## src/rtl/mtm_alu_deserializer.sv

```systemverilog
// mtm_alu_deserializer: decodes 11-bit serial frames into one {A,B,op} request or an error pulse
module mtm_alu_deserializer (
    input  logic        clk,
    input  logic        rst_n,
    input  logic        sin,
    output logic        out_valid,
    output logic [31:0] a_out,
    output logic [31:0] b_out,
    output logic [2:0]  op_out,
    output logic        err_valid,
    output logic [2:0]  err_flags
);
    typedef enum logic [1:0] {IDLE, RX, CHK} state_t;
    state_t      state;
    logic [3:0]  bit_cnt, byte_cnt, crc, crc_nxt;
    logic [7:0]  sh;
    logic [31:0] a_sh, b_sh;
    logic        typ, ovf, crc_en, crc_bit;
    // CRC runs serially over data bits, then over the CTL frame's implicit 1 and its opcode
    always_comb begin
        crc_en  = state == RX && bit_cnt != 4'd0 && bit_cnt != 4'd9 && (typ ? bit_cnt <= 4'd4 : byte_cnt < 4'd8);
        crc_bit = (typ && bit_cnt == 4'd1) ? 1'b1 : sin;
        crc_nxt = {crc[2:0], 1'b0} ^ ((crc[3] ^ crc_bit) ? 4'b0011 : 4'b0000);
    end
    always_ff @(posedge clk or negedge rst_n) begin
        if (!rst_n) begin
            state     <= IDLE;
            bit_cnt   <= '0;
            byte_cnt  <= '0;
            crc       <= '0;
            sh        <= '0;
            a_sh      <= '0;
            b_sh      <= '0;
            typ       <= 1'b0;
            ovf       <= 1'b0;
            out_valid <= 1'b0;
            err_valid <= 1'b0;
            err_flags <= '0;
            a_out     <= '0;
            b_out     <= '0;
            op_out    <= '0;
        end else begin
            out_valid <= 1'b0;
            err_valid <= 1'b0;
            if (crc_en) crc <= crc_nxt;
            case (state)
                IDLE, CHK: begin
                    state   <= sin ? IDLE : RX;
                    bit_cnt <= '0;
                end
                RX: begin
                    bit_cnt <= bit_cnt + 4'd1;
                    if (bit_cnt == 4'd0) typ <= sin;
                    if (bit_cnt != 4'd0 && bit_cnt != 4'd9) sh <= {sh[6:0], sin};
                    if (bit_cnt == 4'd9) begin
                        state <= CHK;
                        if (!sin || typ) begin
                            byte_cnt <= '0;
                            ovf      <= 1'b0;
                            crc      <= '0;
                        end
                        if (!sin) begin
                            err_valid <= 1'b1;
                            err_flags <= 3'b100;
                        end else if (!typ) begin
                            if (byte_cnt == 4'd8) ovf <= 1'b1;
                            else begin
                                byte_cnt <= byte_cnt + 4'd1;
                                if (byte_cnt[2]) a_sh[{~byte_cnt[1:0], 3'b000} +: 8] <= sh;
                                else b_sh[{~byte_cnt[1:0], 3'b000} +: 8] <= sh;
                            end
                        end else if (byte_cnt != 4'd8 || ovf) begin
                            err_valid <= 1'b1;
                            err_flags <= 3'b100;
                        end else if (sh[3:0] != crc) begin
                            err_valid <= 1'b1;
                            err_flags <= 3'b010;
                        end else if (sh[5]) begin
                            err_valid <= 1'b1;
                            err_flags <= 3'b001;
                        end else begin
                            out_valid <= 1'b1;
                            a_out     <= a_sh;
                            b_out     <= b_sh;
                            op_out    <= sh[6:4];
                        end
                    end
                end
                default: state <= IDLE;
            endcase
        end
    end
endmodule

```

## config.mk

```make
export PLATFORM = sky130hd
export DESIGN_NAME = mtm_alu_deserializer
export DESIGN_NICKNAME = d
export VERILOG_FILES = /design/src/rtl/mtm_alu_deserializer.sv
export SDC_FILE = /design/constraint.sdc
export NUM_CORES = 1
export LEC_CHECK = 0
export CAP_MARGIN = 10
export CORE_ASPECT_RATIO = 2
export CORE_MARGIN = 2
export CORE_UTILIZATION = 55
export DETAILED_ROUTE_END_ITERATION = 7
export PLACE_DENSITY = 0.89
export SLEW_MARGIN = 20
export SYNTH_ARGS = -nofsm -noshare
export SYNTH_HDL_FRONTEND = slang
export SYNTH_SLANG_ARGS = --single-unit
```

## constraint.sdc

```tcl
create_clock -name clk -period 7.2 [get_ports clk]
set_clock_uncertainty 0.2 [all_clocks]
set_input_delay 1.08 -clock clk [delete_from_list [all_inputs] [get_ports clk]]
set_output_delay 1.08 -clock clk [all_outputs]
set_load 0.02 [all_outputs]
```

After elaboration in Yosys (flattened, before gate mapping)
Index checks and enable logic that the tools add are counted.
Operators by class
  $add $sub $neg: 3
  magnitude comparators: 2
  equality and inequality tests: 11
  shift-type cells: 2
  muxes and demuxes: 40
  bitwise logic cells: 9
  reductions and logical operators: 20
Operators by type and width (count)
  bitwise mux 32 bit: 2
  2-to-1 mux 4 bit: 8
  variable shift 8 x 7 -> 32 bit, first input constant: 1
  indexed part select 8 x 7 -> 32 bit: 1
  2-to-1 mux 1 bit: 21
  2-to-1 mux 3 bit: 5
  AND reduction 6 bit: 2
  adder 4 x 1 -> 4 bit, second input constant: 2
  equality test 4 bit, second input constant: 2
  inequality test 4 bit, second input constant: 2
  one-hot mux 4 bit (2 select lines): 1
  negator 5 -> 7 bit: 1
  AND reduction 7 bit: 1
  inverter 1 bit: 6
  AND reduction 2 bit: 3
  logical AND 1 bit: 5
  equality test 4 x 1 -> 1 bit, second input constant: 1
  <= comparator 4 x 3 -> 1 bit, second input constant: 1
  logical NOT 4 bit: 1
  less-than comparator 4 bit, second input constant: 1
  2-to-1 mux 2 bit: 2
  inequality test 2 x 1 -> 1 bit, second input constant: 2
  inequality test 4 x 1 -> 1 bit, second input constant: 1
  inequality test 4 bit: 1
  13 further kinds: 14
Word-level totals
  bits in registers: 159

Depth between registers and ports, before layout
  depth in word-level cells: 10
  gate-level depth with buffers: 9

Worst setup path before layout
No wires, ideal clock.
  kind: input port to flip-flop
  start point: input sin
  end point: register b_sh[0]
  setup time: 0.125 ns
  arrival time: 2.214 ns
  path slack: 4.661 ns
  cell stages on the path: 5
  buffers on the path: 1
  cells stage by stage: nand2b_1 clkbuf_1 nor4b_4 nand2_2 mux2_2
On the way
  word-level cells in the longest chain between the ends: 1
RTL lines
  from (decl): RTL line 5  | input logic sin,
  AND reduction 6 bit (no line)
  to (signal, indexed assignment): RTL line 70  | else b_sh[{~byte_cnt[1:0], 3'b000} +: 8] <= sh;
  to (decl): RTL line 17  | logic [31:0] a_sh, b_sh;
Every way passes these cells.
A chain may end at the register's enable or synchronous reset.

Worst setup path after layout
  start point: input sin
  end point: register op_out[0]
On the way
  word-level cells in the longest chain between the ends: 1
RTL lines
  AND reduction 7 bit (no line)
  to (signal assigned): RTL line 85  | op_out <= sh[6:4];
  to (decl): RTL line 9  | output logic [2:0] op_out,
Every way passes these cells.

==> flow_metrics.tcl <==
set metrics [dict create \
    nNetsFinal 561 \
    dp_slack_ns 3.48 \
    cts.sinks 159 \
    syn_to_final_growth_pct 21.3 \
    dp.cells 678 \
    period_needed_ns 3.32 \
    drc_errors 0 \
    cts_resized 0 \
    fmax_mhz 302 \
    dpl.hpwl_um 9690 \
    dieArea_um2 13100 \
    grt_pass1_vias 4604 \
    drive_gt1_share_pct 24.0 \
    startpoint_type "input pin" \
    root_buffer "clkbuf_16" \
    drtAntennaViolNets 0 \
    first_pass_iters 4 \
    vias 4106 \
    syn_inst 472 \
    grt_pass1_wl_um 23500 \
    total_power_mw 2.51 \
    postSynthAreaPerCell_um2 14.2 \
    worst_slack_ns 3.88 \
    initial_core_util_pct 55.6 \
    outcome "completed" \
    p_per_area_nw_per_um2 309 \
    antenna_found_initial 0 \
    drt-initial-drc-count 325 \
    setup_tns_ns 0 \
    vdd_ir_drop_max_mv 0.213 \
    tightest_slew_ns 0.899 \
    relSlewSlack_pct 40.1 \
    cp_cell_sequence "clkdlybuf4s50_1 > nor4b_4 > and4_4 > mux2_1" \
    async_reset_ff_share_pct 100 \
    dieHeight_um 160 \
    synth_seq_cells 159 \
    layout_common_cells "dfrtp_1 (159), mux2_2 (84), clkdlybuf4s50_1 (72), mux2_1 (47), and2_1 (34)" \
    layout.cells.non_filler 710 \
    drv_cap 0 \
    cts_setup_buffers 0 \
    wl_per_cell_um 20.4 \
    vias_per_cell 5.78 \
    synth_area_um2 6710 \
    routed_wl_um 14500 \
    fill_cells 815 \
    core-area_um2 12100 \
    hold_class "reg -> reg" \
    postCtsHoldBufs 0 \
    rsz0062_at_grt "false" \
    cp-end-kind "flop" \
    setup_viol 0 \
    gp_congestion 0.836 \
    ys_seq_area_share_pct 59.3 \
    path_max_fanout 66 \
    critPathArrivalTime_ns 3.41 \
    antennaDiodeCount 0 \
    syn_nets 483 \
    htreeDepth 4 \
    worstSetupPathType "in -> reg" \
    synth.distinct_cells 49 \
    crit_required_ns 7.30 \
    rows 57 \
    portBuffers 73 \
    slowest_delay_ns 0.86 \
    final_common_cell "dfrtp_1" \
    final-max-slew-violation-count 0 \
    clkTransAtPathRegs_ns 0.07 \
    min_period_over_period_pct 46.1 \
    cts_tree "done" \
    synth_edf_count 0 \
    cts_buffer_depth 2 \
    power_leakage_nw 4.00 \
    grt_max_degree 103 \
    grt_usage_pct 24.2 \
    overflow 0 \
    dieWidth_um 82.1 \
    cpMaxStageDelayCell "and4_4" \
    synth_flop_cell "dfrtp_1" \
    yosysWarnings 0 \
    cts_buffers 17 \
    hold_violations 0 \
    clk_latency_ns 0.43 \
    io_pins 75 \
]
==> routing by layer <==
metal | track usage [%] | vias to the layer above | wire [um]
li1 | - | 1795 | -
met1 | 26.2 | 2117 | 4990
met5 | 0 | - | 0
met4 | 14.0 | 0 | 728
met3 | 5.71 | 56 | 556
met2 | 41.4 | 138 | 8190
==> worst paths after layout <==
kind / from / end / slack, ns / cells past startpoint
worst max-delay path: sin / op_out[0] / 3.88 / 4
min in group asynchronous: rst_n / a_out[7] / 0.55 / 1
worst min register to register: b_sh[9] / b_out[9] / 0.28 / 1
max in group asynchronous: rst_n / a_out[2] / 4.94 / 2
worst max register to register: byte_cnt[0] / op_out[0] / 4.07 / 6
worst min-delay path: b_sh[9] / b_out[9] / 0.28 / 1
==> flip-flops by register name, summed over array words and instances, names as in the netlist, 3 cells and up <==
name       count
b_sh          32
a_out         32
err_flags      3
b_out         32
byte_cnt       4
sh             8
bit_cnt        4
a_sh          32
crc            4
==> synthesized netlist by cell type (all sizes together) (5+ instances only) <==
master | n | area share, %
clkbuf | 5 | 0.28
ha | 8 | 1.5
dfrtp | 159 | 59
buf | 10 | 1.6
nand2 | 29 | 1.8
mux2 | 131 | 22
nor2 | 8 | 0.45
and2 | 34 | 3.2
o21ai | 13 | 0.97
inv | 9 | 0.50
nand3 | 9 | 1.1
a21oi | 9 | 0.67
==> cell type report <==
class                      instances  area (um^2)  area share [%]
sequential                       159         3980            48.9
timing repair buffer              74          739            9.09
multi-input combinational        289         2560            31.5
inverter                           9         33.8           0.415
clock buffer                      18          429            5.28
clock inverter                    14          204            2.51
tap                              147          184            2.26
==> critical path: cells and delay by family <==
kind,cells,cell delay (ns)
buffers and inverters,1,0.64
muxes,1,0.43
and+or+nand+nor,2,1.20
==> per-stage QoR <==
stage	util, %	hold slack [ns]	area (um^2)
finish	67.5	0.284	8130
detailed placement	62.2	0.275	7500
CTS	67.5	0.290	8130
global route	67.5	0.302	8130
floorplan	-	0.259	6710
global placement	62.2	0.267	7500
==> report_power, final <==
part           leakage (nW)  switching [mW]  internal (mW)
clock network         0.304           0.383          0.588
registers              2.18           0.115          0.964
logic                  1.51           0.285          0.175
==> cells by family after synthesis <==
family	synth area share, %
mux	22.3
xor+xnor	1.27
other cells	0.0559
fa+ha+maj	1.49
flops	59.3
compound gates	2.67
buf+inv	2.43
simple gates	10.4
Note: power is estimated with default switching activity, not from simulation.
